==> src/rtl/mem_port_arbiter_pkg.sv <==
// ------------------------------------------------------------------
// mem_arb_pkg : shared encodings for mem_port_arbiter.   Rev 1.0
// ------------------------------------------------------------------
`default_nettype none

package mem_arb_pkg;
  localparam int WCNT_W   = 3;
  localparam int STARVE_W = 4;

  typedef logic [1:0] state_t;
  localparam state_t IDLE   = 2'd0;
  localparam state_t ACCESS = 2'd1;
  localparam state_t WAIT   = 2'd2;
  localparam state_t DONE   = 2'd3;

  localparam logic OWN_IF = 1'b0;
  localparam logic OWN_D  = 1'b1;

  localparam logic OP_RD = 1'b0;
  localparam logic OP_WR = 1'b1;
endpackage

`default_nettype wire

==> src/rtl/mem_port_arbiter_if.sv <==
// ------------------------------------------------------------------
// mem_port_arbiter_if : requester and memory bus bundle.  Rev 1.0
// ------------------------------------------------------------------
`default_nettype none

interface mem_port_arbiter_if #(
  parameter int ADDR_W = 32,
  parameter int DATA_W = 32
) ();
  logic              if_req;
  logic [ADDR_W-1:0] if_addr;
  logic              if_flush;
  logic [DATA_W-1:0] if_rdata;
  logic              if_valid;
  logic              if_stall;
  logic              d_rd;
  logic              d_wr;
  logic [ADDR_W-1:0] d_addr;
  logic [DATA_W-1:0] d_wdata;
  logic [DATA_W-1:0] d_rdata;
  logic              d_valid;
  logic              d_stall;
  logic [ADDR_W-1:0] mem_addr;
  logic [DATA_W-1:0] mem_wdata;
  logic              mem_rd;
  logic              mem_wr;
  logic [DATA_W-1:0] mem_rdata;

  modport master (
    output if_req, if_addr, if_flush, d_rd, d_wr, d_addr, d_wdata, mem_rdata,
    input  if_rdata, if_valid, if_stall, d_rdata, d_valid, d_stall,
           mem_addr, mem_wdata, mem_rd, mem_wr
  );

  modport slave (
    input  if_req, if_addr, if_flush, d_rd, d_wr, d_addr, d_wdata, mem_rdata,
    output if_rdata, if_valid, if_stall, d_rdata, d_valid, d_stall,
           mem_addr, mem_wdata, mem_rd, mem_wr
  );
endinterface

`default_nettype wire

==> src/rtl/mem_port_arbiter_starve_ctr.sv <==
// ------------------------------------------------------------------
// arb_starve_ctr : saturating fetch-starvation counter.   Rev 1.0
// ------------------------------------------------------------------
`default_nettype none

module arb_starve_ctr
  import mem_arb_pkg::*;
#(
  parameter int MAX = 4
) (
  input  wire logic clk,
  input  wire logic rst_n,
  input  wire logic inc,
  input  wire logic clr,
  output logic      at_max
);
  logic [STARVE_W-1:0] cnt;

  assign at_max = (cnt == STARVE_W'(MAX));

  always_ff @(posedge clk or negedge rst_n) begin
    if (!rst_n) begin
      cnt <= '0;
    end else if (clr) begin
      cnt <= '0;
    end else if (inc && !at_max) begin
      cnt <= cnt + 1'b1;
    end
  end
endmodule

`default_nettype wire

==> src/rtl/mem_port_arbiter.sv <==
// ------------------------------------------------------------------
// mem_port_arbiter : fetch/data arbiter for a single-port memory. Rev 1.0
// MEM_ARB_STATS_EN adds saturating grant and stall statistics outputs.
// ------------------------------------------------------------------
`default_nettype none

module mem_port_arbiter
  import mem_arb_pkg::*;
#(
  parameter int ADDR_W     = 32,
  parameter int DATA_W     = 32,
  parameter int MEM_LAT    = 1,
  parameter int STARVE_MAX = 4
) (
  input  wire logic          clk,
  input  wire logic          rst_n,
  mem_port_arbiter_if.slave  bus
`ifdef MEM_ARB_STATS_EN
  ,
  output logic [31:0]        stat_if_grants,
  output logic [31:0]        stat_d_grants,
  output logic [31:0]        stat_stall_cycles
`endif
);
  state_t              state;
  logic                owner;
  logic                op;
  logic                discard;
  logic [WCNT_W-1:0]   wcnt;
  logic [DATA_W-1:0]   rbuf;
  logic [DATA_W-1:0]   if_rdata_q;
  logic [DATA_W-1:0]   d_rdata_q;
  logic [ADDR_W-1:0]   grant_addr;
  logic                d_req;
  logic                at_max;
  logic                grant_if;
  logic                grant_d;
  logic                grant_wr;
  logic                in_done;
  logic                if_done_ok;
  logic                d_done_ok;
  logic                d_load_ok;

  assign d_req      = bus.d_rd | bus.d_wr;
  assign grant_if   = (state == IDLE) & bus.if_req & ~bus.if_flush & (at_max | ~d_req);
  assign grant_d    = (state == IDLE) & d_req & ~grant_if;
  assign grant_wr   = grant_d & bus.d_wr;
  assign grant_addr = grant_d ? bus.d_addr : bus.if_addr;

  arb_starve_ctr #(.MAX(STARVE_MAX)) u_starve (
    .clk    (clk),
    .rst_n  (rst_n),
    .inc    (grant_d & bus.if_req),
    .clr    (grant_if),
    .at_max (at_max)
  );

  // A flush landing in DONE itself must still suppress the pulse, so the
  // completion outputs are decoded combinationally from the DONE state.
  assign in_done    = (state == DONE);
  assign if_done_ok = in_done & (owner == OWN_IF) & ~discard & ~bus.if_flush;
  assign d_done_ok  = in_done & (owner == OWN_D);
  assign d_load_ok  = d_done_ok & (op == OP_RD);

  assign bus.if_valid = if_done_ok;
  assign bus.d_valid  = d_done_ok;
  assign bus.if_rdata = if_done_ok ? rbuf : if_rdata_q;
  assign bus.d_rdata  = d_load_ok  ? rbuf : d_rdata_q;
  assign bus.if_stall = rst_n & bus.if_req & ~if_done_ok;
  assign bus.d_stall  = rst_n & d_req & ~d_done_ok;

  always_ff @(posedge clk or negedge rst_n) begin
    if (!rst_n) begin
      state         <= IDLE;
      owner         <= OWN_IF;
      op            <= OP_RD;
      discard       <= 1'b0;
      wcnt          <= '0;
      rbuf          <= '0;
      if_rdata_q    <= '0;
      d_rdata_q     <= '0;
      bus.mem_addr  <= '0;
      bus.mem_wdata <= '0;
      bus.mem_rd    <= 1'b0;
      bus.mem_wr    <= 1'b0;
    end else begin
      bus.mem_rd <= (grant_if | grant_d) & ~grant_wr;
      bus.mem_wr <= grant_wr;

      if (state == DONE) begin
        discard <= 1'b0;
      end else if ((state != IDLE) && (owner == OWN_IF) && bus.if_flush) begin
        discard <= 1'b1;
      end

      case (state)
        IDLE: begin
          if (grant_if | grant_d) begin
            owner        <= grant_d ? OWN_D : OWN_IF;
            op           <= grant_wr ? OP_WR : OP_RD;
            bus.mem_addr <= grant_addr;
            if (grant_wr) begin
              bus.mem_wdata <= bus.d_wdata;
            end
            state <= ACCESS;
          end
        end
        ACCESS: begin
          if (op == OP_WR) begin
            state <= DONE;
          end else begin
            wcnt  <= WCNT_W'(MEM_LAT - 1);
            state <= WAIT;
          end
        end
        WAIT: begin
          if (wcnt == '0) begin
            rbuf  <= bus.mem_rdata;
            state <= DONE;
          end else begin
            wcnt <= wcnt - 1'b1;
          end
        end
        DONE: begin
          if (if_done_ok) begin
            if_rdata_q <= rbuf;
          end
          if (d_load_ok) begin
            d_rdata_q <= rbuf;
          end
          state <= IDLE;
        end
        default: state <= IDLE;
      endcase
    end
  end

`ifdef MEM_ARB_STATS_EN
  always_ff @(posedge clk or negedge rst_n) begin
    if (!rst_n) begin
      stat_if_grants    <= '0;
      stat_d_grants     <= '0;
      stat_stall_cycles <= '0;
    end else begin
      if (grant_if && (stat_if_grants != '1)) begin
        stat_if_grants <= stat_if_grants + 1'b1;
      end
      if (grant_d && (stat_d_grants != '1)) begin
        stat_d_grants <= stat_d_grants + 1'b1;
      end
      if ((bus.if_stall | bus.d_stall) && (stat_stall_cycles != '1)) begin
        stat_stall_cycles <= stat_stall_cycles + 1'b1;
      end
    end
  end
`endif
endmodule

`default_nettype wire

==> src/flat_wrapper.sv <==
// flat-port wrapper written by rule: the top's interface ports become plain ports
module mem_port_arbiter_flat import mem_arb_pkg::*;
#(
  parameter int ADDR_W     = 32,
  parameter int DATA_W     = 32,
  parameter int MEM_LAT    = 1,
  parameter int STARVE_MAX = 4
)
  (clk, rst_n, bus_if_req, bus_if_addr, bus_if_flush, bus_d_rd, bus_d_wr, bus_d_addr, bus_d_wdata, bus_mem_rdata, bus_if_rdata, bus_if_valid, bus_if_stall, bus_d_rdata, bus_d_valid, bus_d_stall, bus_mem_addr, bus_mem_wdata, bus_mem_rd, bus_mem_wr);
  mem_port_arbiter_if #(.ADDR_W(ADDR_W), .DATA_W(DATA_W)) bus_i ();
  input  wire logic clk;
  input  wire logic rst_n;
  input wire logic [$bits(bus_i.if_req)-1:0] bus_if_req;
  input wire logic [$bits(bus_i.if_addr)-1:0] bus_if_addr;
  input wire logic [$bits(bus_i.if_flush)-1:0] bus_if_flush;
  input wire logic [$bits(bus_i.d_rd)-1:0] bus_d_rd;
  input wire logic [$bits(bus_i.d_wr)-1:0] bus_d_wr;
  input wire logic [$bits(bus_i.d_addr)-1:0] bus_d_addr;
  input wire logic [$bits(bus_i.d_wdata)-1:0] bus_d_wdata;
  input wire logic [$bits(bus_i.mem_rdata)-1:0] bus_mem_rdata;
  output wire logic [$bits(bus_i.if_rdata)-1:0] bus_if_rdata;
  output wire logic [$bits(bus_i.if_valid)-1:0] bus_if_valid;
  output wire logic [$bits(bus_i.if_stall)-1:0] bus_if_stall;
  output wire logic [$bits(bus_i.d_rdata)-1:0] bus_d_rdata;
  output wire logic [$bits(bus_i.d_valid)-1:0] bus_d_valid;
  output wire logic [$bits(bus_i.d_stall)-1:0] bus_d_stall;
  output wire logic [$bits(bus_i.mem_addr)-1:0] bus_mem_addr;
  output wire logic [$bits(bus_i.mem_wdata)-1:0] bus_mem_wdata;
  output wire logic [$bits(bus_i.mem_rd)-1:0] bus_mem_rd;
  output wire logic [$bits(bus_i.mem_wr)-1:0] bus_mem_wr;
  assign bus_i.if_req = bus_if_req;
  assign bus_i.if_addr = bus_if_addr;
  assign bus_i.if_flush = bus_if_flush;
  assign bus_i.d_rd = bus_d_rd;
  assign bus_i.d_wr = bus_d_wr;
  assign bus_i.d_addr = bus_d_addr;
  assign bus_i.d_wdata = bus_d_wdata;
  assign bus_i.mem_rdata = bus_mem_rdata;
  assign bus_if_rdata = bus_i.if_rdata;
  assign bus_if_valid = bus_i.if_valid;
  assign bus_if_stall = bus_i.if_stall;
  assign bus_d_rdata = bus_i.d_rdata;
  assign bus_d_valid = bus_i.d_valid;
  assign bus_d_stall = bus_i.d_stall;
  assign bus_mem_addr = bus_i.mem_addr;
  assign bus_mem_wdata = bus_i.mem_wdata;
  assign bus_mem_rd = bus_i.mem_rd;
  assign bus_mem_wr = bus_i.mem_wr;
  mem_port_arbiter #(.ADDR_W(ADDR_W), .DATA_W(DATA_W), .MEM_LAT(MEM_LAT), .STARVE_MAX(STARVE_MAX)) u_core (.clk(clk), .rst_n(rst_n), .bus(bus_i));
endmodule
==> config.mk <==
export PLATFORM = sky130hd
export DESIGN_NAME = mem_port_arbiter_flat
export DESIGN_NICKNAME = d
export VERILOG_FILES = /design/src/rtl/mem_port_arbiter_pkg.sv /design/src/rtl/mem_port_arbiter_if.sv /design/src/rtl/mem_port_arbiter_starve_ctr.sv /design/src/rtl/mem_port_arbiter.sv /design/src/flat_wrapper.sv
export SDC_FILE = /design/constraint.sdc
export NUM_CORES = 1
export LEC_CHECK = 0
export CAP_MARGIN = 25
export CORE_ASPECT_RATIO = 1.75
export CORE_MARGIN = 10
export CORE_UTILIZATION = 40
export CTS_CLUSTER_SIZE = 30
export DETAILED_ROUTE_END_ITERATION = 10
export PLACE_DENSITY = 0.73
export SLEW_MARGIN = 10
export SYNTH_ARGS = -nofsm -noshare
export SYNTH_HDL_FRONTEND = slang
export SYNTH_SLANG_ARGS = --single-unit
==> constraint.sdc <==
create_clock -name clk -period 3.7 [get_ports clk]
set_clock_uncertainty 0.15 [all_clocks]
set_input_delay 1.11 -clock clk [delete_from_list [all_inputs] [get_ports clk]]
set_output_delay 1.11 -clock clk [all_outputs]
set_load 0.01 [all_outputs]
==> metrics <==
status completed; Critical Path RT 2440 ps; Mapped Nets 682; pins over their slew limit 0; placed cells 1036; crit share post-route 0.992; worst hold slack 341 ps; # fillers 1535; register area 0.00435 sq mm; die area 0.0260 sq mm; I/O pin cnt 268; Distinct cells, synth 40; Layout Nets 972; count leader, synth dfrtp_1; top post-synthesis cells by count dfrtp_1, mux2_2, or3_1; critical path's top delay family buffers and inverters; max incr delay on CP 340 ps; asr flop ratio synth 1.00; DR WL/cell 21.8 um; synthesized area per cell 14.6 sq um; row count 67; Place WS -804 ps; largest net degree at the start of global routing 144; first-pass GRT wire length 36900 um; fin crit period 3670 ps; final setup vio count 0; Max Fclk 0.272 GHz; area leader, netlist dfrtp_1; global route overflow 0; initial drt markers 261; RSZ-0062 raised after global routing true; total power 10100 uW; Die Width 126 um; area delta synth->final 48.0%; CTS tree built; ratio of cells with drive above 1 in the final layout 0.386; Inserted Clock Buffers 17; post-synth top area share 0.552; Area contributors post-synth dfrtp_1, mux2_2, mux2_4; # H-tree levels 4; clk_lat worst skew 420 ps; FF+latch count, synth 174; CP max FO 6; maximum VDD drop 0.000478 V; initial antenna violation count 2; Buf+Inv Stages, Crit Path 5; max_slew headroom 0.394; Post-CTS Hold Buffers 0; die height 206 um; register area share after synthesis 0.552; Main synth FF type dfrtp_1; total number of vias 5567; Initial Util 0.409; Leak 0.00506 uW; post-route ant nets 0; area of the multi-input gates 0.00337 sq mm; Num Clock Sinks 174; Clock transition at path regs 60 ps; post-DR vias/cell 5.15; critical path cell sequence buf_8, nor4b_4, buf_6, buf_12, buf_16, mux2_2, buf_6; DRC errors left 0; Synth Instances 539; drt total wl 23600 um; DRT Pass-1 Iters 4; crit start category input port; CP dominant cell by count buf_6; Overall Global Routing Usage 0.180; hpwl dp 17200 um; CTS Buffer Depth 2; Worst Setup End Kind output port; core area 0.0193 sq mm; Critical Path AT 2410 ps; EDFF count, synth 0; Root Buffer clkbuf_16; yosys synthesis warning count 0; Setup CP Type input port to output port; worst setup margin 29.3 ps; Pwr Density 865 mW/mm^2; worst slew pin tran 907 ps; Fin. Hold Viols 0; area of the mapped netlist 0.00789 sq mm; GP Congestion 0.808; Slowest-stage cell, CP mux2_2; post-route non-filler standard cell count 1082; Max Cap Violations 0; port bufs 267; Hold Crit Class register to register; vias in the first global route 6468
-- layout by cell type, fill, tap and decap left out, types with 3 or more instances in the layout --
| cell | netlist | layout |
|---|---|---|
| dfrtp_1 | 174 | 174 |
| buf_2 | 17 | 8 |
| dlygate4sd2_1 | 0 | 39 |
| buf_4 | 6 | 23 |
| nand2_1 | 9 | 9 |
| o21ai_0 | 8 | 8 |
| nand3_1 | 3 | 3 |
| clkdlybuf4s50_1 | 0 | 200 |
| clkbuf_1 | 6 | 3 |
| mux2_4 | 28 | 41 |
| ha_1 | 9 | 9 |
| buf_12 | 0 | 10 |
| inv_1 | 11 | 11 |
| or3_1 | 32 | 32 |
| nor2_1 | 5 | 5 |
| clkinv_2 | 0 | 4 |
| clkinvlp_4 | 0 | 3 |
| clkbuf_16 | 0 | 17 |
| mux2_2 | 165 | 152 |
| buf_6 | 4 | 19 |
| o221a_2 | 31 | 31 |
| a21oi_1 | 4 | 4 |
-- final timing paths --
path	start	to	slack, ps	cells after the start
max	bus_if_flush	bus_if_rdata[14]	30	7
min	u_core.wcnt[1]$_DFFE_PN0P_	u_core.wcnt[1]$_DFFE_PN0P_	340	2
max reg2reg	u_core.state[0]$_DFFE_PN0P_	u_core.rbuf[30]$_DFFE_PN0P_	1260	5
min reg2reg	u_core.wcnt[1]$_DFFE_PN0P_	u_core.wcnt[1]$_DFFE_PN0P_	340	2
max in group asynchronous	rst_n	u_core.bus.mem_addr[7]$_DFFE_PN0P_	2070	2
min in group asynchronous	rst_n	u_core.owner$_DFFE_PN0P_	350	1
-- sequential cells by signal, summed over array words and instances, names as in the netlist --
register / cells
u_core.op: 1
u_core.state: 2
u_core.owner: 1
u_core.rbuf: 32
u_core.discard: 1
u_core.u_starve.cnt: 4
u_core.bus.mem_rd: 1
u_core.bus.mem_wr: 1
u_core.if_rdata_q: 32
u_core.bus.mem_addr: 32
u_core.d_rdata_q: 32
u_core.bus.mem_wdata: 32
u_core.wcnt: 3
-- worst min-delay path: stages (launching register included) --
cell and delay [ps]:
dfrtp_1 340, nand2_1 50, o21ai_0 60
-- metal layers --
metal | share of wire | wire (um) | track usage
met1 | 0.35 | 8230 | 0.177
met2 | 0.57 | 13500 | 0.339
met3 | 0.062 | 1460 | 0.0611
met4 | 0.018 | 428 | 0.0633
met5 | 0 | 0 | 0
-- layout make-up --
class | count | share of cell area
Sequential cell | 174 | 0.373
Tap cell | 241 | 0.0258
Multi-Input combinational cell | 321 | 0.288
Antenna cell | 2 | 0.000428
Clock buffer | 22 | 0.0397
Inverter | 11 | 0.00354
Timing Repair Buffer | 304 | 0.266
Clock inverter | 7 | 0.00364
-- per-stage QoR --
stage	TNS, ps	area, sq um	utilization
global placement	-25260	10900	0.567
floorplan	0	7890	-
finish	0	11700	0.606
global route	-226	11700	0.606
CTS	-123	11600	0.603
detailed placement	-25820	10900	0.567
-- cell families (layout without fill, tap and decap cells) --
| family | count (synthesis) | in the layout | synth area share |
|---|---|---|---|
| other | 0 | 2 | 0 |
| muxes | 193 | 193 | 0.289 |
| DFF | 174 | 174 | 0.552 |
| buffers and inverters | 44 | 344 | 0.0303 |
| adders and majority gates | 9 | 9 | 0.0143 |
| AOI/OAI and AO/OA | 57 | 57 | 0.0666 |
| and+or+nand+nor | 62 | 62 | 0.0485 |
-- what timing repair did --
item	4_1_cts	5_1_grt
cloned	6	0
gates resized for setup	162	26
setup endpoints to repair	67	21
setup buffers	11	1
pin swaps	1	1
-- report_power, final --
| part | switching [uW] | internal [uW] | total, uW |
|---|---|---|---|
| clock network | 690 | 877 | 1570 |
| registers | 666 | 2850 | 3510 |
| logic | 1950 | 3080 | 5030 |
Power figures use the tool's default switching activity.
